[src/rtl/inst_rom_arbiter.sv]
// Two-port round-robin arbiter sharing the instruction ROM between
// the fetch port and a data-side read port, with registered read data.
module inst_rom_arbiter #(
    parameter int ADDR_W = 32,
    parameter int DATA_W = 32,
    parameter int CNT_W  = 16
) (
    input  logic              clk,
    input  logic              rst,
    input  logic              if_req,
    input  logic [ADDR_W-1:0] if_addr,
    output logic              if_gnt,
    output logic              if_rvalid,
    output logic [DATA_W-1:0] if_rdata,
    input  logic              d_req,
    input  logic [ADDR_W-1:0] d_addr,
    output logic              d_gnt,
    output logic              d_rvalid,
    output logic [DATA_W-1:0] d_rdata,
    output logic              d_err,
    output logic              rom_ce,
    output logic [ADDR_W-1:0] rom_addr,
    input  logic [DATA_W-1:0] rom_inst,
    output logic              stallreq_if,
    output logic              stallreq_d,
    output logic [CNT_W-1:0]  conflict_cnt
);

    logic last_win;
    logic conflict;
    logic d_mis;

    assign conflict = if_req && d_req && !rst;
    assign d_mis    = (d_addr[1:0] != 2'b00);

    // last_win: 0 = IF won the previous conflict, 1 = D won it
    always_comb begin
        if_gnt = 1'b0;
        d_gnt  = 1'b0;
        if (!rst) begin
            if (if_req && (!d_req || last_win))
                if_gnt = 1'b1;
            if (d_req && (!if_req || !last_win))
                d_gnt = 1'b1;
        end
    end

    always_comb begin
        rom_ce   = 1'b0;
        rom_addr = '0;
        if (if_gnt) begin
            rom_ce   = 1'b1;
            rom_addr = if_addr;
        end else if (d_gnt && !d_mis) begin
            rom_ce   = 1'b1;
            rom_addr = d_addr;
        end
    end

    assign stallreq_if = !rst && if_req && !if_gnt;
    assign stallreq_d  = !rst && d_req && !d_gnt;

    always_ff @(posedge clk) begin
        if (rst) begin
            if_rvalid    <= 1'b0;
            d_rvalid     <= 1'b0;
            d_err        <= 1'b0;
            if_rdata     <= '0;
            d_rdata      <= '0;
            conflict_cnt <= '0;
            last_win     <= 1'b1;
        end else begin
            if_rvalid <= if_gnt;
            d_rvalid  <= d_gnt;
            d_err     <= d_gnt && d_mis;
            if (if_gnt)
                if_rdata <= rom_inst;
            // misaligned D reads never touch the ROM and return zero
            if (d_gnt)
                d_rdata <= d_mis ? '0 : rom_inst;
            if (conflict) begin
                last_win <= d_gnt;
                if (conflict_cnt != {CNT_W{1'b1}})
                    conflict_cnt <= conflict_cnt + CNT_W'(1);
            end
        end
    end

endmodule

[config.mk]
export PLATFORM = sky130hd
export DESIGN_NAME = inst_rom_arbiter
export DESIGN_NICKNAME = d
export VERILOG_FILES = /design/src/rtl/inst_rom_arbiter.sv
export SDC_FILE = /design/constraint.sdc
export NUM_CORES = 1
export LEC_CHECK = 0
export CAP_MARGIN = 30
export CORE_MARGIN = 2
export CORE_UTILIZATION = 40
export CTS_BUF_LIST = sky130_fd_sc_hd__clkbuf_8
export DETAILED_ROUTE_END_ITERATION = 8
export GPL_ROUTABILITY_DRIVEN = 0
export MAX_ROUTING_LAYER = met4
export PLACE_DENSITY_LB_ADDON = 0.25
export SLEW_MARGIN = 20
export SYNTH_ARGS = -nofsm -noshare
export SYNTH_HDL_FRONTEND = slang
export SYNTH_SLANG_ARGS = --single-unit
[constraint.sdc]
create_clock -name clk -period 6.7 [get_ports clk]
set_clock_uncertainty 0.1 [all_clocks]
set_input_delay 2.01 -clock clk [delete_from_list [all_inputs] [get_ports clk]]
set_output_delay 2.01 -clock clk [all_outputs]
set_load 0.05 [all_outputs]
Word level (Yosys, flattened, before mapping):

Cells that the tools add are included.

* bits in registers: 84
* input bits: 100
* output and inout port bits: 120
* logic and storage cells: 39

* add/subtract/negate cells: 1
* equality and inequality tests: 1
* mux-type cells: 9
* reduce and logical (&&, ||, !) cells: 21

Operator list (number)
* $mux 32: 3
* $add 16x1->16 const B: 1
* $ne 16x16->1 const B: 1
* $logic_and 1x1->1: 10
* $logic_not 1->1: 7
* $mux 1: 6
* $logic_or 1x1->1: 2
* $reduce_and 2->1: 1
* $reduce_bool 2->1: 1

Logic depth before layout (Yosys ltp):

Gate-level depths: netlist of run 1.

* depth in word-level cells: 8
* depth in mapped cells: 8
* depth with buffers taken out: 5

Worst setup path after synthesis of run 1:

OpenSTA, ideal clock, no wires.

* path type: input to output
* start point: in d_addr[0]
* end point: out rom_addr[10]
* data arrival time: 3.574 ns
* required time: 4.590 ns
* slack: 1.016 ns
* cell stages on the path: 4
* buffers on the path: 1
* path through: or2_2 -> nor4b_2 -> clkbuf_1 -> a22o_1

* longest elaborated chain between the ends: 5

RTL lines
* start: declaration: RTL line 16 `input logic [ADDR_W-1:0] d_addr,`
* $reduce_bool 2->1: RTL line 34 `assign d_mis = (d_addr[1:0] != 2'b00);`
* $logic_not 1->1: RTL line 54 `end else if (d_gnt && !d_mis) begin`
* $logic_and 1x1->1: RTL line 54
* $mux 32: RTL line 54
* $mux 32: RTL line 51 `if (if_gnt) begin`
* end: declaration: RTL line 22 `output logic [ADDR_W-1:0] rom_addr,`

Every way passes these cells.

Worst setup path after layout of run 1:

* start point: in d_req
* end point: out rom_addr[13]

* longest elaborated chain between the ends: 6
* elaborated cells on any way between the ends: 11
* those cells by class: mux: 6; reduce/logical: 5

RTL lines
* start: declaration: RTL line 15 `input logic d_req,`
* $logic_and 1x1->1 or $logic_not 1->1 (tied branches): RTL line 43, 41
* $mux 1 or $logic_or 1x1->1 (tied branches): RTL line 43, 41
* $mux 1 or $logic_and 1x1->1 (tied branches): RTL line 40, 41
* $logic_and 1x1->1 or $mux 1 (tied branches): RTL line 54, 41
* $mux 32 or $mux 1 (tied branches): RTL line 54, 40
* $mux 32 *: RTL line 51

Every way passes the cells marked *; elsewhere a longest branch is shown, timed or not.

==> flow_summary_export.csv, run 1 <==
group,metric,value,unit
logic_synthesis,syn-mean-instance-area,8.532,um^2
global_routing,track_usage,24.87,%
clocking,cts.sinks,84,
power_and_ir_drop,power_frac_comb,24.5,%
floorplan,die_w,96.72,um
global_routing,grt_overflow,0,
global_routing,grt_max_degree,63,
logic_synthesis,synth_top_area_share,48.91,%
logic_synthesis,yosys-top-cells-area,"dfxtp_1 49%, nand2_1 8.0%, a22o_1 7.6%",
clocking,cts-root-buf,"clkbuf_8",
finish,nets,709,
clocking,cts_made_buffers,9,
timing,setup_tns,0,ns
logic_synthesis,syn-cell-area,3438,um^2
place,dpl_cell_area,5609,um^2
drt,wl,11.77,mm
finish,layout.cells.most_common_list,"183 x clkdlybuf4s50_1, 84 x dfxtp_1, 73 x nand2_1",
critical_path,reg2reg_to,"conflict_cnt[15]",
timing,post-route-min-period,6.057,ns
hold_path,holdPathEnd,"if_rdata[27]",
clocking,ctsResizeCount,0,
timing,slew_headroom,55.74,%
floorplan,ios,220,
place,io_buffers,219,
finish,layout_commonest_cell,"clkdlybuf4s50_1",
logic_synthesis,ys_seq_area_share,48.91,%
finish,regArea,1682,um^2
clocking,clock_latency,0.35,ns
place,dp_hpwl,8.744,mm
critical_path,crit_fanout,43,
finish,num_antenna_cells,0,
global_routing,grt_pass1_vias,3687,
power_and_ir_drop,switching_share,31.38,%
power_and_ir_drop,p_int,809.2,uW
clocking,clkTransAtPathRegs,0.08,ns
finish,multi_input_area,1622,um^2
timing,fmax,165.1,MHz
finish,finalInstanceArea,5808,um^2
drt,ant_nets,0,
clocking,cts_tree,"done",
power_and_ir_drop,finalPower,1.179,mW
global_routing,antenna_found_initial,0,
finish,fin_util,70.33,%
critical_path,setup.worst_path.end_class,"primary output",
critical_path,required,4.59,ns
power_and_ir_drop,clock_power_share,30.6,%
critical_path,start_kind,"input pin",
timing,finalCritPeriodShare,90.41,%
floorplan,start_util,41.64,%
power_and_ir_drop,leakagePower,2.171,nW
timing,slew_viol_final,0,
drt,num_vias,3828,
critical_path,r2r_cells,4,
logic_synthesis,yosysTopAreaCell,"dfxtp_1",
timing,setup_viol,0,
floorplan,die-area,9354,um^2
finish,drive_above_1_share,10.60,%
hold_path,hold_class,"flop to flop",
critical_path,r2r-start,"conflict_cnt[3]",
power_and_ir_drop,cellPowerDensity,203.1,nW/um^2
timing,worst_slew_pin_slew,0.6555,ns
drt,routedWlPerCell,16.39,um
hold_path,holdPathStages,2,
critical_path,r2r_setup_slack,4.60,ns
clocking,htree_levels,3,
logic_synthesis,syn_nets,504,
critical_path,worstSetupPathType,"input pin to primary output",
power_and_ir_drop,ir_worst_vdd,0.1063,mV
outcome,status,"finished clean",
drt,via_per_inst,5.331,
critical_path,cp.arrival,3.95,ns
drt,drt_iter0_drc,152,
clocking,cts_buffer_depth,2,
clocking,cts_setup_buffers,0,
job,drv_cap,0,
drt,dr.pass1.iters,4,
logic_synthesis,ys_types,36,
drt,drc_errors,0,
floorplan,rows,33,
floorplan,fp.dieH,96.72,um
timing,rsz0062_at_grt,"no",
finish,num-fill-cells,682,
power_and_ir_drop,p_sw,370.1,uW
logic_synthesis,synth_cells,403,
hold_path,min-delay-start,"if_rdata[27]",
timing,hold_viol,0,
floorplan,coreArea,8258,um^2
logic_synthesis,yosys_warnings,0,
power_and_ir_drop,pwr-share-seq,44.9,%
clocking,hold_buffers,0,
finish,area_growth,68.92,%
logic_synthesis,synth-seq-cells,84,
global_routing,grt_pass1_wl,18.44,mm
worst max path at each step:
stage | end | slack, ns | startpoint
2_1_floorplan | rom_addr[10] | 1.02 | d_addr[0]
6_report | rom_addr[13] | 0.64 | d_req
3_5_place_dp | rom_addr[10] | 0.67 | d_req
3_3_place_gp | rom_addr[10] | 0.70 | d_req
5_1_grt | rom_addr[13] | 0.56 | d_req
4_1_cts | rom_addr[10] | 0.67 | d_req
cells in the mapped netlist:
cell and n:
dfxtp_1 84, nand2_1 73, nor2_1 37, o21ai_0 36
a22oi_1 32, a22o_1 30, clkbuf_1 28, a21oi_1 14
o31ai_1 7, or4_1 7, nand4_1 6, and2_1 5
inv_1 5, nand3_1 4, or2_2 4, or3_1 4
nor3_1 3, and4_1 2, buf_1 2, nor4_1 2
o211a_1 2, xnor2_1 2, a311oi_1 1, a31oi_1 1
and4b_1 1, buf_6 1, clkbuf_2 1, clkinv_1 1
ha_1 1, nand3b_1 1, nand3b_4 1, nor2b_1 1
nor4b_2 1, o2111ai_1 1, o311ai_0 1, xor2_1 1
kinds of logic after synthesis:
logic type               Yosys count  share of synthesized area (%)
AO/OA/AOI/OAI                    125                          24.96
XOR/XNOR                           3                         0.7643
adder cells (fa/ha/maj)            1                         0.3638
buffers and inverters             38                          4.403
flip-flops                        84                          48.91
AND/OR/NAND/NOR                  152                          20.60
final cells by class:
class	instances	area share, %
repair buffers	226	37.05
flip-flops and latches	84	28.95
multi-input cells	281	27.92
well taps	105	2.262
clock buffers	9	2.133
clock inverters	7	1.293
inverters	6	0.3878
layer usage:
| layer | track usage (%) | up-vias | part of all wire [%] |
|---|---|---|---|
| met5 | - | - | 0 |
| met4 | 9.209 | 0 | 2.2 |
| met3 | 4.913 | 19 | 4.9 |
| met2 | 43.96 | 133 | 54 |
| met1 | 27.73 | 1820 | 39 |
| li1 | - | 1856 | - |
power groups by stage:
stage          clock [mW]  combinational [mW]  sequential, mW
2_1_floorplan           0              0.0916           0.606
3_3_place_gp            0               0.287           0.540
3_5_place_dp            0               0.290           0.541
4_1_cts             0.370               0.291           0.530
5_1_grt             0.392               0.302           0.532
6_report            0.361               0.289           0.529
through the flow:
step	worst slack [ns]	hold WS (ns)	cells
5_1_grt	0.5638	0.3813	718
3_3_place_gp	0.7028	0.3439	702
4_1_cts	0.6682	0.3644	718
2_1_floorplan	1.016	0.4674	403
6_report	0.6427	0.3626	718
3_5_place_dp	0.6743	0.3533	702
registers in the layout, summed over array words and instances, names as in the netlist:
name and flops:
last_win 1, d_rdata 32, if_rdata 32, if_rvalid 1, d_err 1, d_rvalid 1
conflict_cnt 16
worst max-delay path, cell delays in order:
cell	delay [ns]
clkdlybuf4s50_1	0.60
inv_1	0.15
nor4b_4	0.26
buf_4	0.42
a22o_1	0.26
buf_4	0.22
Note: power is estimated with default switching activity, not from simulation.
==> run 2, diff against run 1 <==
--- a/config.mk
+++ b/config.mk
@@ -11,6 +11,7 @@
 export CTS_BUF_LIST = sky130_fd_sc_hd__clkbuf_8
 export DETAILED_ROUTE_END_ITERATION = 8
 export GPL_ROUTABILITY_DRIVEN = 0
+export HOLD_SLACK_MARGIN = 0.12
 export MAX_ROUTING_LAYER = met4
 export PLACE_DENSITY_LB_ADDON = 0.25
 export SLEW_MARGIN = 20
==> results of run 2 <==
Same layout as run 1: the final DEF is identical, and so are final timing and power.
==> run 3, diff against run 2 <==
--- a/config.mk
+++ b/config.mk
@@ -6,9 +6,13 @@
 export NUM_CORES = 1
 export LEC_CHECK = 0
 export CAP_MARGIN = 30
+export CELL_PAD_IN_SITES_DETAIL_PLACEMENT = 1
+export CELL_PAD_IN_SITES_GLOBAL_PLACEMENT = 2
+export CORE_ASPECT_RATIO = 2
 export CORE_MARGIN = 2
-export CORE_UTILIZATION = 40
+export CORE_UTILIZATION = 21
 export CTS_BUF_LIST = sky130_fd_sc_hd__clkbuf_8
+export CTS_CLUSTER_SIZE = 14
 export DETAILED_ROUTE_END_ITERATION = 8
 export GPL_ROUTABILITY_DRIVEN = 0
 export HOLD_SLACK_MARGIN = 0.12
==> run 3 against run 2 <==
  * Count of clock-buffer cells in the layout is 1 higher
  * Die area is 87% higher
  * Final area is 2.2% higher
  * Fmax is 0.86% higher
  * Sequential power hardly changed
  * Via count is 0.84% higher
  * Clock power is 5% lower
  * Non-clock buffer count is 1 higher
  * Core utilization is 34 points lower
  * Combinational power is 2% higher
  * Sequential cell count stayed put
  * Sequential share of layout area is 0.61 points lower
  * Critical path type unchanged
  * Largest cell class unchanged
==> flow_summary_export.csv, run 3 (same netlist as run 1, synthesis figures left out) <==
group,metric,value,unit
floorplan,start_util,21.24,%
timing,worst_slew_pin_slew,0.8714,ns
clocking,cts-root-buf,"clkbuf_8",
timing,fmax,166.5,MHz
global_routing,grt_pass1_wl,22.57,mm
power_and_ir_drop,cellPowerDensity,196.9,nW/um^2
power_and_ir_drop,p_int,783.3,uW
drt,via_per_inst,4.713,
drt,num_vias,3860,
critical_path,cp.arrival,3.90,ns
finish,reg_top3,"d_rdata (32), if_rdata (32), conflict_cnt (16)",
timing,post-route-min-period,6.006,ns
finish,drive_above_1_share,11.07,%
timing,slew_headroom,41.42,%
finish,regArea,1682,um^2
drt,routedWlPerCell,18.38,um
power_and_ir_drop,finalPower,1.168,mW
clocking,cts_setup_buffers,0,
clocking,cts_made_buffers,9,
floorplan,die-area,17470,um^2
timing,rsz0062_at_grt,"no",
critical_path,r2r_setup_slack,4.37,ns
floorplan,die_w,94.48,um
critical_path,setup.worst_path.end_class,"primary output",
power_and_ir_drop,switching_share,32.96,%
global_routing,grt_max_degree,46,
critical_path,required,4.59,ns
global_routing,grt_pass1_vias,4094,
timing,slew_viol_final,0,
drt,drc_errors,0,
place,place_ws,0.6696,ns
drt,wl,15.06,mm
timing,setup_tns,0,ns
floorplan,coreArea,16190,um^2
finish,layout.cells.most_common_list,"183 x clkdlybuf4s50_1, 84 x dfxtp_1, 73 x nand2_1",
critical_path,reg2reg_to,"conflict_cnt[7]",
clocking,htree_levels,3,
clocking,ctsResizeCount,0,
floorplan,rows,66,
drt,ant_nets,0,
critical_path,crit_fanout,41,
timing,hold_ws,0.3587,ns
floorplan,fp.dieH,185.0,um
critical_path,worstSetupPathType,"input pin to primary output",
timing,hold_viol,0,
finish,nets,710,
power_and_ir_drop,power_frac_comb,25.3,%
finish,area_growth,72.56,%
power_and_ir_drop,ir_worst_vdd,0.09080,mV
drt,drt_iter0_drc,82,
timing,setup_viol,0,
place,io_buffers,219,
clocking,hold_buffers,0,
clocking,cts_buffer_depth,2,
hold_path,holdPathEnd,"if_rdata[28]",
critical_path,start_kind,"input pin",
power_and_ir_drop,leakagePower,2.168,nW
hold_path,holdPathStages,2,
global_routing,grt_overflow,0,
outcome,status,"finished clean",
clocking,cts_tree,"done",
finish,num-fill-cells,1949,
finish,layout_commonest_cell,"clkdlybuf4s50_1",
place,dp_hpwl,11.51,mm
timing,layout_setup_ws,0.6942,ns
critical_path,r2r-start,"conflict_cnt[9]",
power_and_ir_drop,clock_power_share,29.3,%
clocking,clkTransAtPathRegs,0.09,ns
timing,finalCritPeriodShare,89.64,%
critical_path,r2r_cells,5,
job,drv_cap,0,
hold_path,min-delay-start,"if_rdata[28]",
power_and_ir_drop,p_sw,385.1,uW
power_and_ir_drop,pwr-share-seq,45.4,%
hold_path,hold_class,"flop to flop",
global_routing,track_usage,17.79,%
drt,dr.pass1.iters,4,
floorplan,ios,220,
global_routing,antenna_found_initial,0,
clocking,cts.sinks,84,
clocking,clock_latency,0.35,ns
finish,fin_util,36.66,%
finish,multi_input_area,1628,um^2
[run 3: cell types whose count changed in the layout (fill, tap and decap cells not counted), sizes merged]
cell    delta
buf        +1
bufinv     -1
clkbuf     +1
clkinv     +1
diode      +1
inv        -1
[run 3: how the worst max path moves through the flow]
| stage | startpoint | end | slack (ns) | cells past startpoint |
|---|---|---|---|---|
| after floorplan | d_addr[0] | rom_addr[10] | 1.02 | 4 |
| after global placement | d_req | rom_addr[4] | 0.72 | 6 |
| after detailed placement | d_req | rom_addr[19] | 0.67 | 6 |
| after CTS | d_req | rom_addr[31] | 0.66 | 6 |
| after global routing | d_req | rom_addr[31] | 0.55 | 6 |
| final | d_req | rom_addr[31] | 0.69 | 6 |
[run 3: power by group through the flow]
stage                     clock network, mW  logic, mW  registers (mW)
after detailed placement                  0      0.299           0.543
after global placement                    0      0.296           0.542
final                                 0.343      0.295           0.530
after floorplan                           0     0.0916           0.606
after global routing                  0.384      0.312           0.534
after CTS                             0.362      0.300           0.531
[run 3: final cells by class]
type / instances / area share, %
Sequential cell: 84 / 28.34
Antenna cell: 1 / 0.04218
Clock buffer: 10 / 2.320
Clock inverter: 6 / 0.7803
Timing Repair Buffer: 227 / 36.40
Inverter: 6 / 0.3796
Multi-Input combinational cell: 281 / 27.44
Tap cell: 204 / 4.302
[run 3: worst max-delay path, stage by stage]
cell and delay, ns:
clkdlybuf4s50_1 0.58, inv_1 0.14, nor4b_4 0.29, buf_4 0.44, a22o_1 0.21, buf_4 0.20
[run 3: per-layer routing]
| metal | part of all wire (%) | track usage [%] | vias to the layer above |
|---|---|---|---|
| met5 | 0 | - | - |
| met4 | 1.7 | 5.855 | 0 |
| met3 | 4.9 | 3.621 | 12 |
| met2 | 60 | 35.37 | 134 |
| met1 | 34 | 16.24 | 1854 |
| li1 | - | - | 1860 |
[run 3: stage by stage]
step / cell area, um^2 / instances
2_1_floorplan: 3438 / 403
3_3_place_gp: 5747 / 802
3_5_place_dp: 5747 / 802
4_1_cts: 5931 / 818
5_1_grt: 5931 / 818
6_report: 5933 / 819
